`src/rtl/nn_cfg_loader.sv`:
```
// nn_cfg_loader: streams NUM_CFG config words into the layer config file, then pulses start
// to the NN datapath and waits for done. Optional BUSY watchdog: define NN_CFG_TIMEOUT_EN.
module nn_cfg_loader #(
   parameter int unsigned DATA_W      = 16,
   parameter int unsigned NUM_CFG     = 4,
   parameter int unsigned ADDR_W      = 2,
   parameter int unsigned TIMEOUT_CYC = 65535
) (
   input  logic              i_clk,
   input  logic              i_rst,
   input  logic [DATA_W-1:0] i_cfg_data,
   input  logic              i_cfg_valid,
   output logic              o_cfg_ready,
   output logic [DATA_W-1:0] o_cfg,
   output logic [ADDR_W-1:0] o_addr,
   output logic              o_wr_en,
   output logic              o_start,
   input  logic              i_done,
   output logic              o_busy,
   output logic [7:0]        o_layer_cnt,
   output logic              o_timeout
);

   localparam logic [1:0] StLoad  = 2'd0;
   localparam logic [1:0] StFlush = 2'd1;
   localparam logic [1:0] StStart = 2'd2;
   localparam logic [1:0] StBusy  = 2'd3;

   localparam logic [ADDR_W-1:0] LastIdx = ADDR_W'(NUM_CFG - 1);

   logic [1:0]        state_q, state_d;
   logic [ADDR_W-1:0] idx_q, idx_d;
   logic [DATA_W-1:0] cfg_q, cfg_d;
   logic [ADDR_W-1:0] addr_q, addr_d;
   logic              wr_en_q, wr_en_d;
   logic              start_q, start_d;
   logic [7:0]        layer_cnt_q, layer_cnt_d;
   logic              expire;

   always_comb begin
      state_d     = state_q;
      idx_d       = idx_q;
      cfg_d       = cfg_q;
      addr_d      = addr_q;
      wr_en_d     = 1'b0;
      start_d     = 1'b0;
      layer_cnt_d = layer_cnt_q;
      unique case (state_q)
         StLoad: begin
            if (i_cfg_valid) begin
               cfg_d   = i_cfg_data;
               addr_d  = idx_q;
               wr_en_d = 1'b1;
               if (idx_q == LastIdx) begin
                  idx_d   = '0;
                  state_d = StFlush;
               end else begin
                  idx_d = idx_q + 1'b1;
               end
            end
         end
         StFlush: begin
            // last write strobe is on the bus now; start follows right behind it
            state_d = StStart;
            start_d = 1'b1;
         end
         StStart: begin
            state_d = StBusy;
         end
         StBusy: begin
            if (i_done) begin
               state_d     = StLoad;
               layer_cnt_d = layer_cnt_q + 8'd1;
            end else if (expire) begin
               state_d = StLoad;
            end
         end
         default: begin
            state_d = StLoad;
         end
      endcase
   end

   always_ff @(posedge i_clk) begin
      if (i_rst) begin
         state_q     <= StLoad;
         idx_q       <= '0;
         cfg_q       <= '0;
         addr_q      <= '0;
         wr_en_q     <= 1'b0;
         start_q     <= 1'b0;
         layer_cnt_q <= 8'd0;
      end else begin
         state_q     <= state_d;
         idx_q       <= idx_d;
         cfg_q       <= cfg_d;
         addr_q      <= addr_d;
         wr_en_q     <= wr_en_d;
         start_q     <= start_d;
         layer_cnt_q <= layer_cnt_d;
      end
   end

`ifdef NN_CFG_TIMEOUT_EN
   localparam logic [15:0] WdogLast = 16'(TIMEOUT_CYC - 1);

   logic [15:0] wdog_q, wdog_d;
   logic        timeout_q;

   // done on the expiry cycle takes priority over the timeout
   assign expire = (state_q == StBusy) && !i_done && (wdog_q == WdogLast);

   always_comb begin
      wdog_d = wdog_q;
      if (state_q == StStart) begin
         wdog_d = '0;
      end else if ((state_q == StBusy) && !i_done) begin
         wdog_d = wdog_q + 16'd1;
      end
   end

   always_ff @(posedge i_clk) begin
      if (i_rst) begin
         wdog_q    <= '0;
         timeout_q <= 1'b0;
      end else begin
         wdog_q    <= wdog_d;
         timeout_q <= expire;
      end
   end

   assign o_timeout = timeout_q;
`else
   logic unused_timeout_cyc;

   assign unused_timeout_cyc = ^TIMEOUT_CYC;
   assign expire             = 1'b0;
   assign o_timeout          = 1'b0;
`endif

   assign o_cfg_ready = (state_q == StLoad);
   assign o_busy      = (state_q != StLoad);
   assign o_cfg       = cfg_q;
   assign o_addr      = addr_q;
   assign o_wr_en     = wr_en_q;
   assign o_start     = start_q;
   assign o_layer_cnt = layer_cnt_q;

endmodule
```
`config.mk`:
```
export PLATFORM = sky130hd
export DESIGN_NAME = nn_cfg_loader
export DESIGN_NICKNAME = d
export VERILOG_FILES = /design/src/rtl/nn_cfg_loader.sv
export SDC_FILE = /design/constraint.sdc
export NUM_CORES = 1
export LEC_CHECK = 0
export CORE_AREA = 3 3 57 69
export DETAILED_ROUTE_END_ITERATION = 7
export DIE_AREA = 0 0 60 72
export HOLD_SLACK_MARGIN = 0.03
export PLACE_DENSITY = 0.81
export SYNTH_ARGS = -nofsm -noshare
export SYNTH_HDL_FRONTEND = slang
export SYNTH_SLANG_ARGS = --single-unit
```
`constraint.sdc`:
```
create_clock -name i_clk -period 1.9 [get_ports i_clk]
set_clock_uncertainty 0.15 [all_clocks]
set_input_delay 0.57 -clock i_clk [delete_from_list [all_inputs] [get_ports i_clk]]
set_output_delay 0.57 -clock i_clk [all_outputs]
set_load 0.02 [all_outputs]
```
==> results.json <==
{
  "dpl_cell_area_um2": 1920,
  "synth-xor-area-share_pct": 1.34,
  "cp_max_fo": 6,
  "syn_inst": 157,
  "cts.clk_slew.worst_paths_ns": 0.07,
  "grt_use_total_pct": 14.9,
  "cp.required_ns": 1.96,
  "cp-end-kind": "flop",
  "final_cells": 257,
  "post-route-util_pct": 59.4,
  "layout-drive-gt1-share_pct": 12.3,
  "vias": 1247,
  "power_mw": 1.57,
  "drtIter0Drc": 47,
  "cts_sinks": 32,
  "hold_violations": 0,
  "initial_core_util_pct": 39.0,
  "rsz0062_at_grt": "no",
  "synth_compound_area_share_pct": 12.7,
  "status": "completed",
  "ir_drop_uv": 711,
  "path_class": "input pin to flop",
  "firstDrtPassIters": 4,
  "synth-seq-cells": 32,
  "fin_area_um2": 1980,
  "drv_cap": 0,
  "setup_ws_ns": 0.0712,
  "postRouteAntennaNets": 0,
  "cts_htree_levels": 2,
  "ys_types": 28,
  "arrival_ns": 1.88,
  "cts_buffers": 5,
  "setup_violations": 0,
  "finalMaxSlewViolations": 0,
  "core_um2": 3340,
  "drt_wl_total_um": 2950,
  "muxShareOfSynthArea_pct": 1.63,
  "grtUsageMet3_pct": 6.05,
  "yosysWarnings": 0,
  "ios": 51,
  "pwr_density_cell_nw_per_um2": 790,
  "fin_nets": 246,
  "busiest_layer": "met2",
  "clock.fmax_mhz": 547,
  "post-place-cells": 249,
  "synthSimpleGateAreaFrac_pct": 24.3,
  "n_fill_cell": 333,
  "vias_per_cell": 4.85,
  "finalCritPeriodShare_pct": 96.3,
  "syn_to_final_growth_pct": 52.4,
  "cts_root_buf": "clkbuf_8",
  "insertion_delay_ns": 0.28,
  "r2r_slack_ns": 0.13,
  "syn-num-nets": 184,
  "timing.hold.ws_ns": 0.300,
  "power.static_leakage_nw": 0.911,
  "start_kind": "input pin",
  "grt_antenna_before_repair": 0,
  "finalWeightedCongestion": 0.805,
  "grt_pass1_wl_um": 4930,
  "ys_seq_area_share_pct": 49.2,
  "avgSynthCellArea_um2": 8.30,
  "dp_slack_ns": -0.200,
  "grt_max_degree": 32,
  "io_buffers": 49,
  "tns_ns": 0,
  "post_cts_buffers": 0,
  "drc_errors": 0,
  "grt_pass1_vias": 1164,
  "netlist_area_um2": 1300,
  "grt_use_met1_pct": 17.2,
  "wl_per_cell_um": 11.5,
  "hpwl_um": 2110,
  "n_antenna_cell": 0,
  "synthAdderAreaFrac_pct": 6.72,
  "gr-usage-met2_pct": 24.6,
  "die_y_um": 72,
  "synth_top_family_by_area": "simple AND/OR/NAND/NOR gates",
  "grt-ovfl-total": 0,
  "dieWidth_um": 60,
  "rows": 23,
  "die_area_um2": 4320,
  "cts.path.max_buffers": 2,
  "fin_crit_ns": 1.83,
  "cts_tree": "built",
  "hold_class": "flop to flop"
}
-- metal layers --
metal / wire length, µm / vias to the layer above
met5: 0 / -
met4: 17 / 0
met3: 192 / 2
met2: 1520 / 33
met1: 1220 / 566
li1: - / 646
-- registers in the layout, indices dropped and copies added (netlist names) --
name         flops
o_start          1
idx_q            2
o_wr_en          1
o_addr           2
state_q          2
o_cfg           16
o_layer_cnt      8
-- where the power goes --
| group | switching (mW) | internal, mW |
|---|---|---|
| sequential | 0.0151 | 0.703 |
| combinational | 0.116 | 0.106 |
| clock | 0.239 | 0.389 |
-- layout by cell type (no fill, tap or decap), drive strengths merged, types with 2 or more instances in the layout --
cell           Yosys  routed
nand2b             2       2
clkbuf             6       6
xor2               2       2
clkdlybuf4s50      0      19
o31ai              2       2
nand3              4       4
or4                2       2
or3                2       2
ha                 7       7
nand4              4       4
nor2b              2       2
nor2               8       8
a21oi             25      25
o21ai              2       2
inv                4       4
nand2             43      43
dfxtp             32      32
buf                2      16
dlygate4sd2        0      28
-- critical path: stages --
cell	delay [ns]
clkdlybuf4s50_1	0.51
nand3_2	0.13
or4_1	0.52
a21oi_1	0.15
-- what timing repair did --
action,4_1_cts,5_1_grt
hold buffers,0,0
pin swaps,0,0
gates resized for setup,35,1
setup endpoints to repair,30,1
-- logic make-up after synthesis --
family | after synthesis
AOI/OAI and AO/OA | 31
xor gates and xnor gates | 2
adders and majority gates | 7
buffers and inverters | 12
DFF | 32
muxes | 2
other | 1
and+or+nand+nor | 70
-- worst paths after layout --
| path | startpoint | to | cells past startpoint |
|---|---|---|---|
| worst min-delay path | o_cfg[12] | o_cfg[12] | 2 |
| worst max-delay path | i_done | o_layer_cnt[7] | 4 |
| worst min register to register | o_cfg[12] | o_cfg[12] | 2 |
| worst max register to register | state_q[0] | o_layer_cnt[7] | 5 |
-- cell usage after synthesis --
library cell,count,area [µm²]
nand2_1,43,161
dfxtp_1,32,641
a21oi_1,25,125
nor2_1,8,30.0
ha_1,7,87.6
clkbuf_1,6,22.5
inv_1,4,15.0
nand4_1,4,25.0
nand3_1,3,15.0
nand2b_1,2,12.5
nor2b_1,2,12.5
o21ai_0,2,10.0
o31ai_1,2,15.0
or4_1,2,15.0
xor2_1,2,17.5
a31o_2,1,8.76
a31oi_1,1,6.26
and2_1,1,6.26
buf_2,1,5.00
buf_4,1,7.51
conb_1,1,3.75
mux2_2,1,11.3
mux2i_1,1,10.0
nand3_2,1,10.0
nor3b_1,1,7.51
or2b_1,1,7.51
or3_1,1,6.26
or3_2,1,7.51
-- final cells by class --
cell class,instances,area [µm²],area share [%]
Sequential cell,32,641,32.3
Multi-Input combinational cell,113,612,30.8
Timing Repair Buffer,63,563,28.4
Clock buffer,6,72.6,3.66
Tap cell,37,46.3,2.33
Clock inverter,2,35.0,1.77
Inverter,4,15.0,0.757
(Power assumes the default switching activity.)
